$ cat config.mk
export PLATFORM = sky130hd
export DESIGN_NAME = direction_ctrl_flat
export DESIGN_NICKNAME = d
export VERILOG_FILES = /design/src/rtl/direction_ctrl_if.sv /design/src/rtl/direction_ctrl.sv /design/src/flat_wrapper.sv
export SDC_FILE = /design/constraint.sdc
export NUM_CORES = 1
export LEC_CHECK = 0
export BUFFER_PORTS_ARGS = -buffer_cell sky130_fd_sc_hd__buf_2
export CORE_AREA = 8 8 48 50
export CTS_BUF_LIST = sky130_fd_sc_hd__clkbuf_16
export CTS_CLUSTER_DIAMETER = 120
export DETAILED_ROUTE_END_ITERATION = 10
export DIE_AREA = 0 0 56 58
export PLACE_DENSITY = 0.57
export SLEW_MARGIN = 30
export SYNTH_ARGS = -nofsm -noshare
export SYNTH_HDL_FRONTEND = slang
export SYNTH_SLANG_ARGS = --single-unit
$ cat constraint.sdc
create_clock -name clk -period 2 [get_ports clk]
set_input_delay 0.1 -clock clk [delete_from_list [all_inputs] [get_ports clk]]
set_output_delay 0.1 -clock clk [all_outputs]
set_load 0.02 [all_outputs]
$ cat src/rtl/direction_ctrl_if.sv
// Button/force inputs and direction outputs between the direction controller and its user.
// The master modport drives the button and force path; the slave modport is the controller.
interface direction_ctrl_if;
    logic btn;
    logic force_en;
    logic force_val;
    logic direction;
    logic btn_clean;
    logic dir_pulse;

    modport master (
        output btn,
        output force_en,
        output force_val,
        input  direction,
        input  btn_clean,
        input  dir_pulse
    );

    modport slave (
        input  btn,
        input  force_en,
        input  force_val,
        output direction,
        output btn_clean,
        output dir_pulse
    );
endinterface

$ cat src/rtl/direction_ctrl.sv
// Push-button to direction level: 2-flop sync, counter debounce FSM, press-edge toggle, force override.
// Latency: btn_clean follows btn DEBOUNCE_CYCLES+2 edges after first sample; no backpressure.
module direction_ctrl #(
    parameter int   DEBOUNCE_CYCLES = 4,
    parameter int   CNT_W           = 8,
    parameter logic INIT_DIR        = 1'b1
) (
    input  logic             clk,
    input  logic             reset,
    direction_ctrl_if.slave  bus
);
    typedef enum logic [1:0] {
        STABLE_LO = 2'd0,
        PEND_HI   = 2'd1,
        STABLE_HI = 2'd2,
        PEND_LO   = 2'd3
    } state_t;

    localparam logic [CNT_W-1:0] CNT_MAX = CNT_W'(DEBOUNCE_CYCLES - 1);

    logic             sync1_q;
    logic             btn_s_q;
    state_t           state_q,     state_d;
    logic [CNT_W-1:0] cnt_q,       cnt_d;
    logic             btn_clean_q, btn_clean_d;
    logic             direction_q, direction_d;
    logic             dir_pulse_q, dir_pulse_d;
    logic             press_acc;

    always_comb begin
        state_d   = state_q;
        cnt_d     = cnt_q;
        press_acc = 1'b0;
        unique case (state_q)
            STABLE_LO: begin
                if (btn_s_q) begin
                    state_d = PEND_HI;
                    cnt_d   = CNT_W'(1);
                end else begin
                    cnt_d   = '0;
                end
            end
            PEND_HI: begin
                if (!btn_s_q) begin
                    state_d = STABLE_LO;
                    cnt_d   = '0;
                end else if (cnt_q == CNT_MAX) begin
                    state_d   = STABLE_HI;
                    cnt_d     = '0;
                    press_acc = 1'b1;
                end else begin
                    cnt_d   = cnt_q + CNT_W'(1);
                end
            end
            STABLE_HI: begin
                if (!btn_s_q) begin
                    state_d = PEND_LO;
                    cnt_d   = CNT_W'(1);
                end else begin
                    cnt_d   = '0;
                end
            end
            PEND_LO: begin
                if (btn_s_q) begin
                    state_d = STABLE_HI;
                    cnt_d   = '0;
                end else if (cnt_q == CNT_MAX) begin
                    state_d = STABLE_LO;
                    cnt_d   = '0;
                end else begin
                    cnt_d   = cnt_q + CNT_W'(1);
                end
            end
            default: begin
                state_d = STABLE_LO;
                cnt_d   = '0;
            end
        endcase

        btn_clean_d = (state_d == STABLE_HI) || (state_d == PEND_LO);

        // Force wins over a same-edge press; that press is dropped, not queued.
        if (bus.force_en) begin
            direction_d = bus.force_val;
            dir_pulse_d = 1'b0;
        end else if (press_acc) begin
            direction_d = ~direction_q;
            dir_pulse_d = 1'b1;
        end else begin
            direction_d = direction_q;
            dir_pulse_d = 1'b0;
        end
    end

    always_ff @(posedge clk) begin
        if (reset) begin
            sync1_q     <= 1'b0;
            btn_s_q     <= 1'b0;
            state_q     <= STABLE_LO;
            cnt_q       <= '0;
            btn_clean_q <= 1'b0;
            direction_q <= INIT_DIR;
            dir_pulse_q <= 1'b0;
        end else begin
            sync1_q     <= bus.btn;
            btn_s_q     <= sync1_q;
            state_q     <= state_d;
            cnt_q       <= cnt_d;
            btn_clean_q <= btn_clean_d;
            direction_q <= direction_d;
            dir_pulse_q <= dir_pulse_d;
        end
    end

    assign bus.direction = direction_q;
    assign bus.btn_clean = btn_clean_q;
    assign bus.dir_pulse = dir_pulse_q;
endmodule
$ cat src/flat_wrapper.sv
// flat-port wrapper written by rule: the top's interface ports become plain ports
module direction_ctrl_flat 
#(
    parameter int   DEBOUNCE_CYCLES = 4,
    parameter int   CNT_W           = 8,
    parameter logic INIT_DIR        = 1'b1
)
  (clk, reset, bus_btn, bus_force_en, bus_force_val, bus_direction, bus_btn_clean, bus_dir_pulse);
  direction_ctrl_if bus_i ();
  input  logic clk;
  input  logic reset;
  input wire logic [$bits(bus_i.btn)-1:0] bus_btn;
  input wire logic [$bits(bus_i.force_en)-1:0] bus_force_en;
  input wire logic [$bits(bus_i.force_val)-1:0] bus_force_val;
  output wire logic [$bits(bus_i.direction)-1:0] bus_direction;
  output wire logic [$bits(bus_i.btn_clean)-1:0] bus_btn_clean;
  output wire logic [$bits(bus_i.dir_pulse)-1:0] bus_dir_pulse;
  assign bus_i.btn = bus_btn;
  assign bus_i.force_en = bus_force_en;
  assign bus_i.force_val = bus_force_val;
  assign bus_direction = bus_i.direction;
  assign bus_btn_clean = bus_i.btn_clean;
  assign bus_dir_pulse = bus_i.dir_pulse;
  direction_ctrl #(.DEBOUNCE_CYCLES(DEBOUNCE_CYCLES), .CNT_W(CNT_W), .INIT_DIR(INIT_DIR)) u_core (.clk(clk), .reset(reset), .bus(bus_i));
endmodule
Word-level counts from Yosys, hierarchy flattened

Cells that the tools add are included.

$add $sub $neg: 1
Eq/ne operators: 6
Muxes and demuxes: 19
Bitwise gates (word level): 1
Reduce and logical (&&, ||, !) cells: 4

Operator list:

| kind                                           | number |
|---|---|
| case mux 8 bit (4 select lines)                | 1 |
| 2-to-1 mux 8 bit                               | 3 |
| 2-to-1 mux 2 bit                               | 6 |
| adder 8 x 1 -> 8 bit (second input constant)   | 1 |
| == test 2 bit (second input constant)          | 4 |
| == test 8 x 2 -> 1 bit (second input constant) | 1 |
| 2-to-1 mux 1 bit                               | 8 |
| case mux 2 bit (4 select lines)                | 1 |
| == test 2 x 1 -> 1 bit (second input constant) | 1 |
| logical NOT 2 bit                              | 1 |
| nonzero test 2 bit                             | 1 |
| OR reduction 2 bit                             | 1 |
| logical OR 1 bit                               | 1 |
| NOT 1 bit                                      | 1 |

Register bits after elaboration: 15
Input bits: 5
Output and inout port bits: 3
Word-level logic and storage cells: 38

Longest topological paths before layout

Depth in word-level cells: 6
Mapped depth: 4
Mapped depth without buffers: 4

Worst setup path before layout

OpenSTA, ideal clock, no wires.

Path type: reg2reg
From: reg u_core.cnt_q[0]
To: reg u_core.direction_q (netlist: u_core.bus.direction)
Arrival: 1,310 ps
Data required time: 1,881 ps
Setup slack: 571 ps
Stages on the path, launching flop included: 5
Buffers on the path: 0
Path through: dfxtp_1 ha_1 nor3b_1 nand3_1 o221a_1

Cells in the longest elaborated chain, start to end: 5

RTL lines:

| element                             | line                  | source |
|---|---|---|
| start: declaration                  | direction_ctrl.sv:24  | `logic [CNT_W-1:0] cnt_q, cnt_d;` |
| start signal: assignment            | direction_ctrl.sv:108 | `cnt_q <= cnt_d;` |
| == test 8 x 2 -> 1 bit              | direction_ctrl.sv:47  | `end else if (cnt_q == CNT_MAX) begin` |
| 2-to-1 mux 1 bit                    | direction_ctrl.sv:47  |  |
| 2-to-1 mux 1 bit                    | direction_ctrl.sv:44  | `if (!btn_s_q) begin` |
| 2-to-1 mux 1 bit                    | direction_ctrl.sv:34  | `unique case (state_q)` |
| nonzero test 2 bit (no source line) | --                    |  |
| end signal: assignment              | direction_ctrl.sv:110 | `direction_q <= direction_d;` |
| end: declaration                    | direction_ctrl.sv:26  | `logic direction_q, direction_d;` |

No other way between the ends.
A chain may end at the register's enable or synchronous reset.

Final worst setup path

Same ends and word-level chain as after synthesis.

==> impl_metrics.csv <==
group,metric,value,unit
place,gp_congestion,0.770,
critical_path,cp_slowest_cell,"dfxtp_1",
pwr,switchingPower,0.000130,W
detailed_routing,vias,524,
synthesis,synth.distinct_cells,29,
floorplanning,dieArea,0.00325,mm2
timing,fin_crit_sh,0.810,
grt,grt_pass1_vias,491,
timing,slew_headroom,0.646,
critical_path,path_delay_family,"simple AND/OR/NAND/NOR gates",
critical_path,required,2.13,ns
detailed_routing,drc_errors,0,
critical_path,critPathCaptureType,"register",
grt,grt_overflow,0,
timing,skew,0.00248,ns
grt,grt_max_degree,10,
critical_path,crit_fanout,5,
clock_network,clkSinkCount,15,
detailed_routing,drtPass1Iterations,4,
synthesis,syn_area_per_cell,9.80,um2
synthesis,synth_seq_area_share,0.457,
run,cap_violations,0,
pwr,ir_worst_vdd,549,uV
clock_network,cts_made_buffers,3,
synthesis,synth-seq-cells,15,
timing,timing_hold_violations_final,0,
floorplanning,start_util,0.407,
synthesis,netlist_area,657,um2
synthesis,synthFlopType,"dfxtp_1",
clock_network,cts_resized,0,
pwr,comb_power_share,0.029,
synthesis,synthesis.nets,73,
floorplanning,fp.dieH,58,um
detailed_routing,viasPerCell,5.52,
pwr,p_total,0.000709,W
cells_and_area,syn_to_final_growth,20.6,%
timing,tightest_slew,0.526,ns
cells_and_area,antennaDiodeCount,0,
grt,antenna_found_initial,0,
floorplanning,core_area,0.00161,mm2
outcome,status,"finished clean",
synthesis,ys_async_sr_fraction,0,
pwr,cellPowerDensity,895,mW/mm2
floorplanning,die_w,56,um
place,port-buffer-count,7,
detailed_routing,wire_per_inst,12.7,um
timing,post-route-min-period,1.62,ns
clock_network,clk_pin_slew,0.05,ns
cells_and_area,final_common_cell,"dfxtp_1",
synthesis,yosys_warnings,0,
critical_path,timing.critical_path.from,"u_core.cnt_q[0]",
critical_path,critical_path.max_stage_delay,0.40,ns
cells_and_area,final_cell_mix,"15 x dfxtp_1, 7 x buf_2, 5 x nand3_1",
timing,rsz0062_at_grt,"no",
floorplanning,ios,8,
floorplanning,fp-row-count,15,
detailed_routing,drt-initial-drc-count,11,
pwr,power_switching_share,0.183,
clock_network,ctsHoldBuffers,0,
grt,grt_pass1_wl,2130,um
clock_network,clockRootBuffer,"clkbuf_16",
hold_path,min-delay-start,"bus_btn",
hold_path,holdCritPathClass,"primary input to register",
synthesis,netlist_instances,67,
clock_network,cts_tree,"yes",
critical_path,arrival,1.75,ns
clock_network,cts_max_level,1,
timing,fin_setup_tns,0,ns
detailed_routing,drtAntennaViolNets,0,
clock_network,cts_max_path_buffers,2,
critical_path,start_kind,"register",
grt,track_usage,0.0765,
pwr,leakage,0.283,nW
timing,setup_violations,0,
clock_network,post_cts_buffers,0,
pwr,seqPwrFrac,0.436,
critical_path,reg2reg_from,"u_core.cnt_q[0]",
synthesis,synth_edf_count,0,
detailed_routing,wirelength,1210,um
timing,fmax,617,MHz
critical_path,crit_type,"register to register",
cells_and_area,drive_gt1_frac,0.167,
pwr,pwr-share-clk,0.535,
pwr,cell_internal_pwr,0.000579,W
clock_network,worst_skew_pair.late_latency,0.24,ns
critical_path,crit_chain,"ha_1 > nor3b_1 > nand3_1 > o221a_1",
cells_and_area,finalNetCount,85,
critical_path,crit_buf_inv,0,
place,post-dp-hpwl,905,um
timing,slew_viol_final,0,
-- cells by family after synthesis --
| family | Yosys count | share of synthesized area |
|---|---|---|
| buf+inv | 1 | 0.00571 |
| simple gates | 32 | 0.322 |
| compound gates | 14 | 0.143 |
| xor+xnor | 4 | 0.0533 |
| fa+ha+maj | 1 | 0.0190 |
| flops | 15 | 0.457 |
-- cells in the mapped netlist (2+ instances only) --
cell      count  area share
nand2_1       2       0.011
dfxtp_1      15        0.46
xor2_1        3       0.040
nor3_1        2       0.015
nor3b_1       2       0.023
nand4_1       2       0.019
a21oi_1       3       0.023
nor2_1        3       0.017
nor2b_1       4       0.038
o21ai_0       3       0.023
nand3_1       5       0.038
a211oi_1      2       0.023
o21ai_1       2       0.015
and2_1        2       0.019
or3_1         3       0.029
-- cell type report --
class                      count  area [um2]
sequential                    15         300
inverter                       1        3.75
tap                           17        21.3
fill                         167         822
multi-input combinational     51         353
clock inverter                 1        3.75
timing repair buffer           7        35.0
clock buffer                   3        75.1
-- power by group through the flow --
stage	clock network (W)	logic, W	registers (W)
6_report	0.000379	0.0000203	0.000309
5_1_grt	0.000394	0.0000230	0.000310
4_1_cts	0.000383	0.0000203	0.000309
3_5_place_dp	0	0.0000202	0.000315
3_3_place_gp	0	0.0000202	0.000315
2_1_floorplan	0	0.00000897	0.000316
-- worst reg2reg max path: stages, from the launching register on --
cell	delay (ns)
dfxtp_1	0.40
ha_1	0.31
nor3b_1	0.39
nand3_1	0.18
o221a_1	0.24
-- state kept, by name, summed over array words and instances, names as in the netlist --
register / count
u_core.bus.dir_pulse: 1
u_core.btn_s_q: 1
u_core.sync1_q: 1
u_core.cnt_q: 8
u_core.state_q: 2
u_core.bus.btn_clean: 1
u_core.bus.direction: 1
-- path summary, 6_finish.rpt --
| path | end | slack [ns] | cells after the start |
|---|---|---|---|
| setup reg to reg | u_core.bus.direction | 0.38 | 4 |
| hold / removal | u_core.sync1_q | 0.07 | 2 |
| hold reg to reg | u_core.btn_s_q | 0.45 | 1 |
| setup / recovery | u_core.bus.direction | 0.38 | 4 |
-- per-stage QoR --
step / instance area, um2 / worst slack [ns] / util / cells / hold slack [ns]
after floorplan: 657 / 0.571 / - / 67 / 0.169
after global placement: 713 / 0.415 / 0.442 / 91 / 0.317
after detailed placement: 713 / 0.399 / 0.442 / 91 / 0.321
after CTS: 792 / 0.384 / 0.491 / 95 / 0.0728
after global routing: 792 / 0.251 / 0.491 / 95 / 0.105
final: 792 / 0.381 / 0.491 / 95 / 0.0695
-- routing by layer --
metal | routed length [um] | track usage
met5 | 0 | 0
met4 | 10 | 0.0103
met3 | 51 | 0.0306
met2 | 534 | 0.125
met1 | 613 | 0.0941
No activity file was read; power rests on OpenSTA's default activity.
